`src/rtl/seg7_scan4_if.sv`:
```
// Load port for seg7_scan4: valid/ready transfer of one 8-bit active-low
// segment code into a numbered digit slot.
//   load_valid  source -> sink   load request, held until accepted
//   load_ready  sink   -> source sink can accept this cycle
//   load_idx    source -> sink   target digit index (IDX_W bits)
//   load_seg7   source -> sink   active-low segment code, bit7 = dp
interface seg7_scan4_if #(
   parameter int unsigned IDX_W = 2
);
   logic             load_valid;
   logic             load_ready;
   logic [IDX_W-1:0] load_idx;
   logic [7:0]       load_seg7;

   modport master (
      output load_valid,
      output load_idx,
      output load_seg7,
      input  load_ready
   );

   modport slave (
      input  load_valid,
      input  load_idx,
      input  load_seg7,
      output load_ready
   );
endinterface

```
`src/rtl/seg7_scan4.sv`:
```
// seg7_scan4: multiplexed common-anode 7-segment display driver.
// Segment codes are written into a shadow buffer through a valid/ready
// port and copied to the display buffer in one shot at the end of each
// frame, so a frame never shows a mix of old and new codes. Each digit
// slot lasts PRESCALE clocks; the first BLANK clocks of a slot keep all
// digits off to suppress ghosting while the anode switches.
// Ports:
//   t_Clock     system clock, rising edge
//   rst         asynchronous active-high reset
//   load        seg7_scan4_if.slave load port
//   dig_en      active-low digit enables, bit i = digit i
//   seg_out     active-low segments for the enabled digit
//   frame_tick  one-cycle pulse on the last clock of a frame (commit cycle)
module seg7_scan4 #(
   parameter int unsigned DIGITS   = 4,
   parameter int unsigned IDX_W    = 2,
   parameter int unsigned PRESCALE = 4,
   parameter int unsigned BLANK    = 1
) (
   input  logic              t_Clock,
   input  logic              rst,
   seg7_scan4_if.slave       load,
   output logic [DIGITS-1:0] dig_en,
   output logic [7:0]        seg_out,
   output logic              frame_tick
);

   localparam int unsigned PCNT_W = $clog2(PRESCALE);
   localparam int unsigned DPTR_W = $clog2(DIGITS);

   localparam logic [PCNT_W-1:0] PCNT_LAST  = PCNT_W'(PRESCALE - 1);
   localparam logic [PCNT_W-1:0] PCNT_BLANK = PCNT_W'(BLANK);
   localparam logic [DPTR_W-1:0] DPTR_LAST  = DPTR_W'(DIGITS - 1);

   logic [PCNT_W-1:0] pcnt;
   logic [DPTR_W-1:0] dptr;
   logic [7:0]        shadow [DIGITS];
   logic [7:0]        active [DIGITS];

   logic slot_end;
   logic commit;
   logic load_fire;

   // Slot / frame boundary decode; loads are refused in the commit cycle
   always_comb begin
      slot_end  = (pcnt == PCNT_LAST);
      commit    = slot_end && (dptr == DPTR_LAST);
      load_fire = load.load_valid && !commit;
   end

   // Scan position: slot counter and digit pointer
   always_ff @(posedge t_Clock or posedge rst) begin
      if (rst) begin
         pcnt <= '0;
         dptr <= '0;
      end else if (slot_end) begin
         pcnt <= '0;
         dptr <= (dptr == DPTR_LAST) ? '0 : dptr + DPTR_W'(1);
      end else begin
         pcnt <= pcnt + PCNT_W'(1);
      end
   end

   // Shadow write port and frame-boundary commit into the display buffer.
   // An index with no matching digit matches no entry, so its data is dropped.
   always_ff @(posedge t_Clock or posedge rst) begin
      if (rst) begin
         for (int i = 0; i < int'(DIGITS); i++) begin
            shadow[i] <= 8'hFF;
            active[i] <= 8'hFF;
         end
      end else begin
         for (int i = 0; i < int'(DIGITS); i++) begin
            if (load_fire && (load.load_idx == IDX_W'(i))) begin
               shadow[i] <= load.load_seg7;
            end
            if (commit) begin
               active[i] <= shadow[i];
            end
         end
      end
   end

   // Display decode straight from the scan state; reset forces a dark display
   always_comb begin
      dig_en          = '1;
      seg_out         = 8'hFF;
      frame_tick      = 1'b0;
      load.load_ready = 1'b1;
      if (!rst) begin
         frame_tick      = commit;
         load.load_ready = !commit;
         if (pcnt >= PCNT_BLANK) begin
            for (int i = 0; i < int'(DIGITS); i++) begin
               if (dptr == DPTR_W'(i)) begin
                  dig_en[i] = 1'b0;
                  seg_out   = active[i];
               end
            end
         end
      end
   end

endmodule
```
`src/flat_wrapper.sv`:
```
// flat-port wrapper written by rule: the top's interface ports become plain ports
module seg7_scan4_flat 
#(
   parameter int unsigned DIGITS   = 4,
   parameter int unsigned IDX_W    = 2,
   parameter int unsigned PRESCALE = 4,
   parameter int unsigned BLANK    = 1
)
  (t_Clock, rst, dig_en, seg_out, frame_tick, load_load_valid, load_load_idx, load_load_seg7, load_load_ready);
  seg7_scan4_if #(.IDX_W(IDX_W)) load_i ();
  input  logic t_Clock;
  input  logic rst;
  output logic [DIGITS-1:0] dig_en;
  output logic [7:0] seg_out;
  output logic frame_tick;
  input wire logic [$bits(load_i.load_valid)-1:0] load_load_valid;
  input wire logic [$bits(load_i.load_idx)-1:0] load_load_idx;
  input wire logic [$bits(load_i.load_seg7)-1:0] load_load_seg7;
  output wire logic [$bits(load_i.load_ready)-1:0] load_load_ready;
  assign load_i.load_valid = load_load_valid;
  assign load_i.load_idx = load_load_idx;
  assign load_i.load_seg7 = load_load_seg7;
  assign load_load_ready = load_i.load_ready;
  seg7_scan4 #(.DIGITS(DIGITS), .IDX_W(IDX_W), .PRESCALE(PRESCALE), .BLANK(BLANK)) u_core (.t_Clock(t_Clock), .rst(rst), .load(load_i), .dig_en(dig_en), .seg_out(seg_out), .frame_tick(frame_tick));
endmodule
```
`config.mk`:
```
export PLATFORM = sky130hd
export DESIGN_NAME = seg7_scan4_flat
export DESIGN_NICKNAME = d
export VERILOG_FILES = /design/src/rtl/seg7_scan4_if.sv /design/src/rtl/seg7_scan4.sv /design/src/flat_wrapper.sv
export SDC_FILE = /design/constraint.sdc
export NUM_CORES = 1
export LEC_CHECK = 0
export ABC_AREA = 1
export BUFFER_PORTS_ARGS = -buffer_cell sky130_fd_sc_hd__buf_4
export CAP_MARGIN = 40
export CORE_MARGIN = 1.5
export CORE_UTILIZATION = 30
export CTS_BUF_LIST = sky130_fd_sc_hd__clkbuf_8
export DETAILED_ROUTE_END_ITERATION = 7
export PLACE_DENSITY = 0.57
export SLEW_MARGIN = 10
export SYNTH_ARGS = -nofsm -noshare
export SYNTH_HDL_FRONTEND = slang
export SYNTH_SLANG_ARGS = --single-unit
```
`constraint.sdc`:
```
create_clock -name t_Clock -period 1.62 [get_ports t_Clock]
set_input_delay 0.162 -clock t_Clock [delete_from_list [all_inputs] [get_ports t_Clock]]
set_output_delay 0.162 -clock t_Clock [all_outputs]
set_load 0.02 [all_outputs]
```
**Word-level counts from Yosys, hierarchy flattened**

Index checks and enable logic that the tools add are counted.
W data, S select, Z words.

- $add $sub $neg: 2
- Order comparisons: 1
- Equal/unequal tests: 7
- Multiplexer cells: 16
- Reductions and logical operators: 9

Operator list:

| cell | number |
|---|---|
| $mux W8 | 6 |
| $eq A2 B2 Y1 const B | 5 |
| $mux W4 | 2 |
| $logic_and A1 B1 Y1 | 6 |
| $mux W1 | 6 |
| $add A2 B1 Y2 const B | 2 |
| $eq A2 B1 Y1 const B | 2 |
| $logic_not A2 Y1 | 2 |
| $mux W2 | 2 |
| $ge A2 B1 Y1 const B | 1 |
| $logic_not A1 Y1 | 1 |

- Register bits after elaboration: 68
- Input port bits: 13
- Word-level logic and storage cells: 45

**Logic depth before layout (Yosys ltp)**

- Word-level depth: 7
- Gate-level depth with buffers: 8

**Worst setup path before layout**

OpenSTA, ideal clock, no wires.

- Path type: reg2out
- Start: reg u_core.dptr[0]
- End: out load_load_ready
- Arrival: 1,289 ps
- Data required time: 1,458 ps
- Setup slack: 169 ps
- Cell stages (with the launch flop): 6
- Buffers on the path: 1
- Cell sequence: dfrtp_1 ha_1 buf_6 nand2_4 nor2_1 inv_1

- Word-level cells in the longest chain between the ends: 4

Ends and longest elaborated chain:

| item | RTL line | source |
|---|---|---|
| from (decl) | seg7_scan4.sv:36 | `logic [DPTR_W-1:0] dptr;` |
| from (signal assigned) | seg7_scan4.sv:58 | `dptr <= (dptr == DPTR_LAST) ? '0 : dptr + DPTR_W'(1);` |
| $eq A2 B2 Y1 | seg7_scan4.sv:47 | `commit = slot_end && (dptr == DPTR_LAST);` |
| $logic_and A1 B1 Y1 | seg7_scan4.sv:47 |  |
| $logic_not A1 Y1 | seg7_scan4.sv:92 | `load.load_ready = !commit;` |
| $mux W1 | seg7_scan4.sv:90 | `if (!rst) begin` |
| to (decl) | flat_wrapper.sv:19 | `output wire logic [$bits(load_i.load_ready)-1:0] load_load_ready;` |

No other way between the ends.

**Worst setup path in the final report**

- Start: reg u_core.dptr[1]
- End: out seg_out[6]

- Word-level cells in the longest chain between the ends: 7
- Elaborated cells between the ends (all ways): 10
- Classes of those cells: eq/ne (3); mux (6); reduce/logical (1)

Ends and longest elaborated chain:

| item | RTL line | source |
|---|---|---|
| $logic_not A2 Y1 | seg7_scan4.sv:95 | `if (dptr == DPTR_W'(i)) begin` |
| $mux W8 (3 in a row) | seg7_scan4.sv:95 |  |
| $mux W8 * | seg7_scan4.sv:95 |  |
| $mux W8 * | seg7_scan4.sv:93 | `if (pcnt >= PCNT_BLANK) begin` |
| $mux W8 * | seg7_scan4.sv:90 |  |
| to (decl) | flat_wrapper.sv:14 | `output logic [7:0] seg_out;` |

Mark *: on every way between the ends. The rest lies on a longest branch, timed or not.

==> summary.md <==
| Metric | Value |
|---|---|
| Total core area | `10500 sq um` |
| First-pass GRT wire length | `13.0 mm` |
| Max Cap Violations | `0` |
| WL per Instance | `14.0 microns` |
| Sequential area share after synthesis | `0.543` |
| Layout area overhead | `32.4%` |
| Final hold violations | `0` |
| Antenna violations before repair | `0` |
| Clk pwr share | `0.322` |
| WP data arrival | `1.57 ns` |
| Fmax | `0.576 GHz` |
| Slew @ Worst Pin | `0.435 ns` |
| IO Pins | `27` |
| Total chip power | `4.35 mW` |
| Commonest non-fill, non-tap cell in the layout | `nand2_1` |
| Hold path start | `load_load_seg7[7]` |
| Die area | `11600 sq um` |
| Syn_area_per_cell | `8.46 sq um` |
| Worst hold path stage count | `3` |
| Max_slew headroom | `0.710` |
| Met2 Wirelength | `3.55 mm` |
| Hold Path End | `u_core.shadow[7]` |
| Part of the cycle the worst path needs | `1.07` |
| H-tree depth | `3` |
| Sink Count | `68` |
| Initial cell density of the core | `0.314` |
| #FFs+latches synth | `68` |
| Setup-failing EPs final | `12` |
| DRC violations left | `0` |
| DR top layer | `met4` |
| Routed Antenna Nets | `0` |
| Final WS setup | `-0.115 ns` |
| Violated checks | `setup timing` |
| Leak | `2.03 nW` |
| CP startpoint | `u_core.dptr[1]` |
| Core Util, Final | `0.415` |
| # rows | `37` |
| # diodes | `0` |
| Via Count | `2583` |
| Metal1 wirelength | `4.22 mm` |
| Syn Nets | `407` |
| Die Y | `108 microns` |
| HPWL after DPL | `5.50 mm` |
| Setup TNS | `-0.908 ns` |
| IO Port Bufs | `26` |
| VDD IR max | `0.417 mV` |
| Status | `finished, violations left` |
| Clock transition at path regs | `0.07 ns` |
| Synthesized area | `3280 sq um` |
| Worst hold slack | `0.0653 ns` |
| Pins over their slew limit | `0` |
| Reg2reg setup slack | `0.04 ns` |
| GP Congestion | `0.885` |
| Number of vias per cell | `4.46` |
| RSZ-0062 raised after global routing | `true` |
| Metal3 WL | `299 microns` |
| Fin nets | `457` |
| Synth Instances | `388` |
| Critical Path End Type | `output port` |
| Syn. warnings | `0` |
| Clk_lat worst skew | `0.34 ns` |
| DRT Pass-1 Iters | `4` |
| Drt initial violations | `158` |
| WP data required | `1.46 ns` |
| Gate power share | `0.151` |
| Max FO, Critical Path | `6` |
| CTS Buf Count | `9` |
| CTS root buf | `clkbuf_8` |
| Gr ovfl total | `0` |
| Sequential share of power | `0.527` |
| Worst reg2reg endpoint | `u_core.shadow[0]` |
| Reg-to-Reg Start | `u_core.pcnt[0]` |
| Pwr Density | `1000 nW/um^2` |
| Psw | `1.19 mW` |
| Int Pwr | `3.16 mW` |
| Longest Clk Path Bufs | `2` |
| CTS tree | `done` |
| Post-synthesis cell type count | `21` |
| Ratio of cells with drive above 1 in the final layout | `0.411` |
| Setup Skew | `0.00710 ns` |
| Commonest non-fill, non-tap cells in the layout | `nand2_1, dfstp_2, inv_1` |
| Reg2Reg Depth | `10` |
| Routed Wire Length | `8.11 mm` |
| Startpoint type of the worst setup path | `flip-flop` |
| Vias in the first global route | `2508` |
| Hold Path Class | `in -> reg` |
| Net Sw Frac | `0.273` |
| Min Tclk post-route | `1.73 ns` |
| Largest net degree at the start of global routing | `57` |
| Total GRT Usage | `0.147` |
| Die Wd | `108 microns` |
| Setup CP Type | `reg -> out` |
==> power by group through the flow <==
stage	sequential, mW	combinational, mW	clock, mW
after global placement	2.30	0.576	0
final	2.29	0.658	1.40
after CTS	2.28	0.634	1.44
after global routing	2.32	0.757	1.53
after detailed placement	2.31	0.588	0
after floorplan	2.24	0.413	0
==> area by class of cell <==
class                           instances  area [sq um]
Fill cell                            1059          6120
Tap cell                              136           170
Sequential cell                        68          1780
Inverter                               46           194
Timing Repair Buffer                   55           603
Clock buffer                           10           138
Clock inverter                          6          65.1
Multi-Input combinational cell        258          1390
==> synth_stat cells, drive strengths merged <==
cell type,instances,area (sq um)
buf,15,106
inv,46,175
dfrtp,4,100
dfstp,64,1680
nand2,156,617
nor2,6,41.3
nand3,32,160
o21ai,50,280
a21oi,8,40.0
clkbuf,1,3.75
ha,6,75.1
==> flip-flops by register name, summed over array words and instances, names as in the netlist <==
name,cells
u_core.active,32
u_core.shadow,32
u_core.dptr,2
u_core.pcnt,2
==> cell families after synthesis <==
family	count (synthesis)	synth area share
AOI/OAI and AO/OA	58	0.0976
adders and majority gates	6	0.0229
buffers and inverters	62	0.0870
DFF	68	0.543
and+or+nand+nor	194	0.249
==> through the flow <==
| stage | instances | setup WS [ns] | cell area (sq um) |
|---|---|---|---|
| final | 579 | -0.115 | 4340 |
| after CTS | 570 | -0.124 | 4160 |
| after detailed placement | 545 | 0.0938 | 3660 |
| after global routing | 579 | -0.231 | 4340 |
| after floorplan | 388 | 0.169 | 3280 |
| after global placement | 545 | 0.131 | 3660 |
==> repair_timing <==
item                                    in CTS  in global routing
hold buffers                                 1                  0
setup buffers                                7                  9
pin swaps                                    9                  6
endpoints found under the hold margin        3                  0
cloned                                       1                  0
endpoints found under the setup margin      14                 40
gates resized for setup                     54                 31
==> per-layer routing <==
layer | vias to the layer above | track usage
met4 | 0 | 0.0301
met5 | - | 0
li1 | 1314 | -
met2 | 46 | 0.212
met1 | 1217 | 0.219
met3 | 6 | 0.0387
==> critical path, stage by stage, from the launching register on <==
cell and delay, ns:
dfrtp_2 0.47, inv_4 0.10, ha_4 0.16, buf_6 0.12, nand2_1 0.05, nand3_1 0.09, nand2_1 0.06, nand2_1 0.07
buf_6 0.12
==> how the worst max path moves through the flow <==
stage	to	slack (ns)	cells after the start
detailed placement	seg_out[3]	0.09	8
floorplan	load_load_ready	0.17	5
global route	seg_out[3]	-0.23	8
CTS	seg_out[4]	-0.12	8
finish	seg_out[6]	-0.11	8
global placement	seg_out[4]	0.13	6
(Power assumes the default switching activity.)
